===== src/rtl/match_matrix_decoder.sv =====
// Decodes a 25-bit pairwise match matrix into a canonical 5-bit symbol and scans
// every row for consistency, reporting the first bad row and keeping a saturating error tally.
module match_matrix_decoder #(
  parameter int ERR_W = 8
) (
  input  logic             clk,
  input  logic             reset,
  input  logic             in_valid,
  output logic             in_ready,
  input  logic [24:0]      in_match,
  output logic             out_valid,
  input  logic             out_ready,
  output logic [4:0]       out_bits,
  output logic             out_err,
  output logic [2:0]       out_err_row,
  output logic [ERR_W-1:0] err_count
);

  typedef enum logic [1:0] {IDLE, SCAN, HOLD} state_t;

  localparam logic [ERR_W-1:0] ERR_MAX = '1;

  state_t           state;
  state_t           state_next;
  logic [24:0]      match_q;
  logic [4:0]       sym_q;
  logic [2:0]       row_q;
  logic             err_q;
  logic [2:0]       err_row_q;
  logic [ERR_W-1:0] err_count_q;

  logic [4:0]       row_bits;
  logic [4:0]       row_expect;
  logic             row_sym;
  logic             row_fail;
  logic             last_row;

  // Row r must claim equality exactly where the recovered symbols agree,
  // which also enforces the diagonal and symmetry.
  always_comb begin
    row_bits   = '0;
    row_sym    = 1'b0;
    row_expect = '0;
    for (int r = 0; r < 5; r++) begin
      if (row_q == 3'(r)) begin
        row_bits = match_q[5*r +: 5];
        row_sym  = sym_q[r];
      end
    end
    for (int j = 0; j < 5; j++) begin
      row_expect[j] = (row_sym == sym_q[j]);
    end
    row_fail = (row_bits != row_expect);
  end

  assign last_row = (row_q == 3'd4);

  always_ff @(posedge clk) begin
    if (reset) state <= IDLE;
    else       state <= state_next;
  end

  always_comb begin
    state_next = state;
    case (state)
      IDLE:    if (in_valid)  state_next = SCAN;
      SCAN:    if (last_row)  state_next = HOLD;
      HOLD:    if (out_ready) state_next = IDLE;
      default: state_next = IDLE;
    endcase
  end

  // The symbol is taken from row 0: s[j] differs from s[0]=0 whenever a and s[j] don't match.
  always_ff @(posedge clk) begin
    if (reset) begin
      match_q     <= '0;
      sym_q       <= '0;
      row_q       <= '0;
      err_q       <= 1'b0;
      err_row_q   <= '0;
      err_count_q <= '0;
    end else begin
      case (state)
        IDLE: begin
          if (in_valid) begin
            match_q   <= in_match;
            sym_q     <= {~in_match[4:1], 1'b0};
            row_q     <= '0;
            err_q     <= 1'b0;
            err_row_q <= '0;
          end
        end
        SCAN: begin
          row_q <= last_row ? 3'd0 : row_q + 3'd1;
          if (row_fail && !err_q) begin
            err_q     <= 1'b1;
            err_row_q <= row_q;
          end
          if (last_row && (err_q || row_fail) && (err_count_q != ERR_MAX)) begin
            err_count_q <= err_count_q + 1'b1;
          end
        end
        default: ;
      endcase
    end
  end

  assign in_ready    = (state == IDLE);
  assign out_valid   = (state == HOLD);
  assign out_bits    = sym_q;
  assign out_err     = err_q;
  assign out_err_row = err_row_q;
  assign err_count   = err_count_q;

endmodule


===== config.mk =====
export PLATFORM = sky130hd
export DESIGN_NAME = match_matrix_decoder
export DESIGN_NICKNAME = d
export VERILOG_FILES = /design/src/rtl/match_matrix_decoder.sv
export SDC_FILE = /design/constraint.sdc
export NUM_CORES = 1
export LEC_CHECK = 0
export ABC_AREA = 1
export CELL_PAD_IN_SITES_DETAIL_PLACEMENT = 0
export CELL_PAD_IN_SITES_GLOBAL_PLACEMENT = 1
export CORE_MARGIN = 1
export CORE_UTILIZATION = 36
export DETAILED_ROUTE_END_ITERATION = 8
export PLACE_DENSITY = 0.87
export SETUP_SLACK_MARGIN = 0.3
export SLEW_MARGIN = 20
export SYNTH_ARGS = -nofsm -noshare
export SYNTH_HDL_FRONTEND = slang
export SYNTH_SLANG_ARGS = --single-unit

===== constraint.sdc =====
create_clock -name clk -period 2.3 [get_ports clk]
set_input_delay 0.575 -clock clk [delete_from_list [all_inputs] [get_ports clk]]
set_output_delay 0.575 -clock clk [all_outputs]
set_load 0.005 [all_outputs]

==> results.py <==
metrics = {
    "clock_tree": {
        "clkTransAtPathRegs_ns": 0.09,
        "cts_buffers": 5,
        "clock_sinks": 46,
        "postCtsHoldBufs": 0,
        "cts_max_path_buffers": 2,
        "cts_tree": "yes",
        "insertion_delay_ns": 0.30,
        "cts-root-buf": "clkbuf_8",
        "h-tree-depth": 2,
    },
    "critical_path": {
        "critical_path.reg2reg.startpoint": "row_q[1]$_SDFFE_PP0P_",
        "cp.required_ns": 2.51,
        "r2r-end": "err_count[5]$_SDFFE_PP0P_",
        "crit_fanout": 6,
        "cp.arrival_ns": 2.38,
        "r2r_slack_ns": 0.13,
        "end_kind": "flop",
        "cp-start-kind": "flop",
        "worstSetupPathType": "flop to flop",
        "reg2regPathDepth": 18,
    },
    "job": {
        "cap_violations": 0,
    },
    "synth": {
        "ys.flop_type": "dfxtp_1",
        "ys_ff_latch": 46,
        "syn_inst": 381,
        "yosysWarnings": 0,
        "async_flop_share_pct": 0,
        "synth-edff-count": 0,
        "yosys.cell_types.count": 31,
        "syn_avg_cell_area_um2": 6.44,
        "syn-num-nets": 416,
        "syn_area_um2": 2450,
        "ys_seq_area_share_pct": 37.5,
    },
    "placement": {
        "hpwl_um": 4330,
        "gp_congestion": 0.787,
        "postPlaceCellArea_um2": 3030,
        "place_ws_ns": 0.0285,
        "port_buffers": 46,
    },
    "floorplan": {
        "die_w_um": 84.6,
        "die_h_um": 84.6,
        "coreArea_um2": 6460,
        "initial_core_util_pct": 38.0,
        "die_area_um2": 7150,
        "rows": 29,
        "ios": 48,
    },
    "min_path": {
        "whs_endpoint": "match_q[0]$_SDFFE_PP0P_",
        "hp-start": "match_q[0]$_SDFFE_PP0P_",
        "hold_depth": 2,
        "hold_class": "flop to flop",
    },
    "global_route": {
        "grt_pass1_vias": 2354,
        "grt_pass1_wl_um": 10600,
        "grt-ovfl-total": 0,
        "grt_usage_pct": 18.4,
        "antenna_found_initial": 0,
        "grt_max_degree": 36,
    },
    "timing": {
        "drv_slew": 0,
        "rsz0062_at_grt": "yes",
        "worst_pin_slew_ns": 0.737,
        "max_freq_ghz": 0.460,
        "hold_viol": 0,
        "period_minus_slack_ns": 2.17,
        "fin_worst_skew_ns": 0.00875,
        "post-route-period-util_pct": 94.6,
        "fin_hold_ws_ns": 0.469,
        "max_slew_margin_pct": 50.7,
        "setup_viol": 0,
        "worst_slack_ns": 0.125,
    },
    "status": {
        "violations": "DRC",
        "status": "complete, but fails checks",
    },
    "layout": {
        "fin_nets": 477,
        "drive_gt1_share_pct": 17.4,
        "diodes": 0,
        "postLayoutCoreUtil_pct": 53.6,
        "fill_cells": 662,
        "final_area_um2": 3460,
        "final_cell_mix": "nand2_1, nor2_1, clkdlybuf4s50_1, dfxtp_1, inv_1",
        "mostFrequentLayoutCell": "nand2_1",
        "areaGrowthSynthToFinish_pct": 41.2,
    },
    "detailed_routing": {
        "vias": 2516,
        "drcViolationCount": 2,
        "ant_nets": 0,
        "drtIter0Drc": 115,
        "post_drt_via_cell_ratio": 4.84,
        "drt-pass1-iter-count": 6,
        "routed_wl_um": 6350,
        "wl_per_cell_um": 12.2,
    },
    "pwr": {
        "p_per_area_nw_per_um2": 515,
        "leakage_uw": 0.00148,
        "ir_worst_vdd_mv": 0.330,
        "finalPower_uw": 1780,
    },
}
[worst max-delay path: stages (launching register included)]
cell	delay [ns]
dfxtp_4	0.41
inv_4	0.06
ha_4	0.17
nand2_4	0.09
clkinvlp_4	0.16
buf_6	0.17
nand2_2	0.07
nand2_1	0.05
nand2_1	0.08
nand2_1	0.06
nand2_1	0.07
nand2_2	0.06
nor2_4	0.14
nand3_4	0.14
buf_12	0.17
nand3_2	0.05
nand2_1	0.06
inv_1	0.05
nor2_1	0.03
[layout make-up]
cell class	instances	area (um2)	area share, %
clock buffer	6	82.6	2.38
clock inverter	2	12.5	0.361
inverter	46	191	5.53
multi-input combinational	274	1470	42.4
sequential	46	932	26.9
tap	77	96.3	2.78
timing repair buffer	69	681	19.6
[where the power goes]
| group | switching, uW | internal [uW] | leakage (uW) |
|---|---|---|---|
| Clock | 280 | 242 | 0.0000472 |
| Sequential | 37.1 | 845 | 0.000380 |
| Combinational | 205 | 174 | 0.00105 |
| Total | 523 | 1260 | 0.00148 |
[sequential cells by signal, summed over array words and instances, names as in the netlist]
name	count
out_err	1
state	2
match_q	25
err_count	8
out_bits	4
row_q	3
out_err_row	3
[what timing repair did]
item / CTS / global route
pin swaps: 27 / 20
setup buffers: 7 / 3
resized for setup: 55 / 11
endpoints found under the setup margin: 12 / 12
gates cloned: 2 / 0
endpoints found under the hold margin: 0 / 0
[synthesized netlist by cell type (2+ instances only)]
library cell  instances  area share, %
nand2_2               2           0.51
nand2_1              97             15
ha_1                  6            3.1
nand3_1              23            4.7
xor2_1                2           0.71
a211oi_1              3           0.92
nand4_1               9            2.3
o21a_1                2           0.61
buf_1                 2           0.31
nor3_1                2           0.41
nand2_4               2           0.92
clkbuf_1              7            1.1
inv_1                45            6.9
o21ai_0              23            4.7
buf_2                 3           0.61
nor2_1               75             11
a21oi_1              15            3.1
buf_6                 2           0.92
nand3_2               4            1.6
dfxtp_1              46             38
[kinds of logic (layout without fill, tap and decap cells)]
family | count (synthesis) | count (layout) | synth area share, %
adders and majority gates | 6 | 6 | 3.06
AOI/OAI and AO/OA | 46 | 46 | 10.1
DFF | 46 | 46 | 37.5
and+or+nand+nor | 218 | 218 | 37.8
buffers and inverters | 61 | 123 | 10.2
other | 1 | 1 | 0.153
xor gates and xnor gates | 3 | 3 | 1.07
[how the worst max path moves through the flow]
stage	start	end	slack (ns)	cells past startpoint
2_1_floorplan	row_q[0]$_SDFFE_PP0P_	err_count[6]$_SDFFE_PP0P_	0.32	16
3_3_place_gp	row_q[1]$_SDFFE_PP0P_	out_err_row[2]$_SDFFE_PP0P_	0.08	18
3_5_place_dp	row_q[0]$_SDFFE_PP0P_	out_err_row[2]$_SDFFE_PP0P_	0.03	18
4_1_cts	row_q[0]$_SDFFE_PP0P_	err_count[5]$_SDFFE_PP0P_	0.18	20
5_1_grt	row_q[0]$_SDFFE_PP0P_	err_count[5]$_SDFFE_PP0P_	-0.04	20
6_report	row_q[1]$_SDFFE_PP0P_	err_count[5]$_SDFFE_PP0P_	0.13	18
[routing by layer]
| layer | part of all wire [%] | GRT usage [%] | vias up |
|---|---|---|---|
| met5 | 0 | 0 | - |
| met4 | 1.9 | 6.93 | 0 |
| met3 | 2.6 | 2.75 | 9 |
| met2 | 49 | 31.1 | 42 |
| met1 | 47 | 23.8 | 1148 |
| li1 | - | - | 1317 |
[metrics by stage]
stage	setup TNS, ns	std cells
after CTS	0	517
after global routing	-0.160	520
final	0	520
after floorplan	0	381
after detailed placement	0	500
after global placement	0	500
Note: power is estimated with default switching activity, not from simulation.
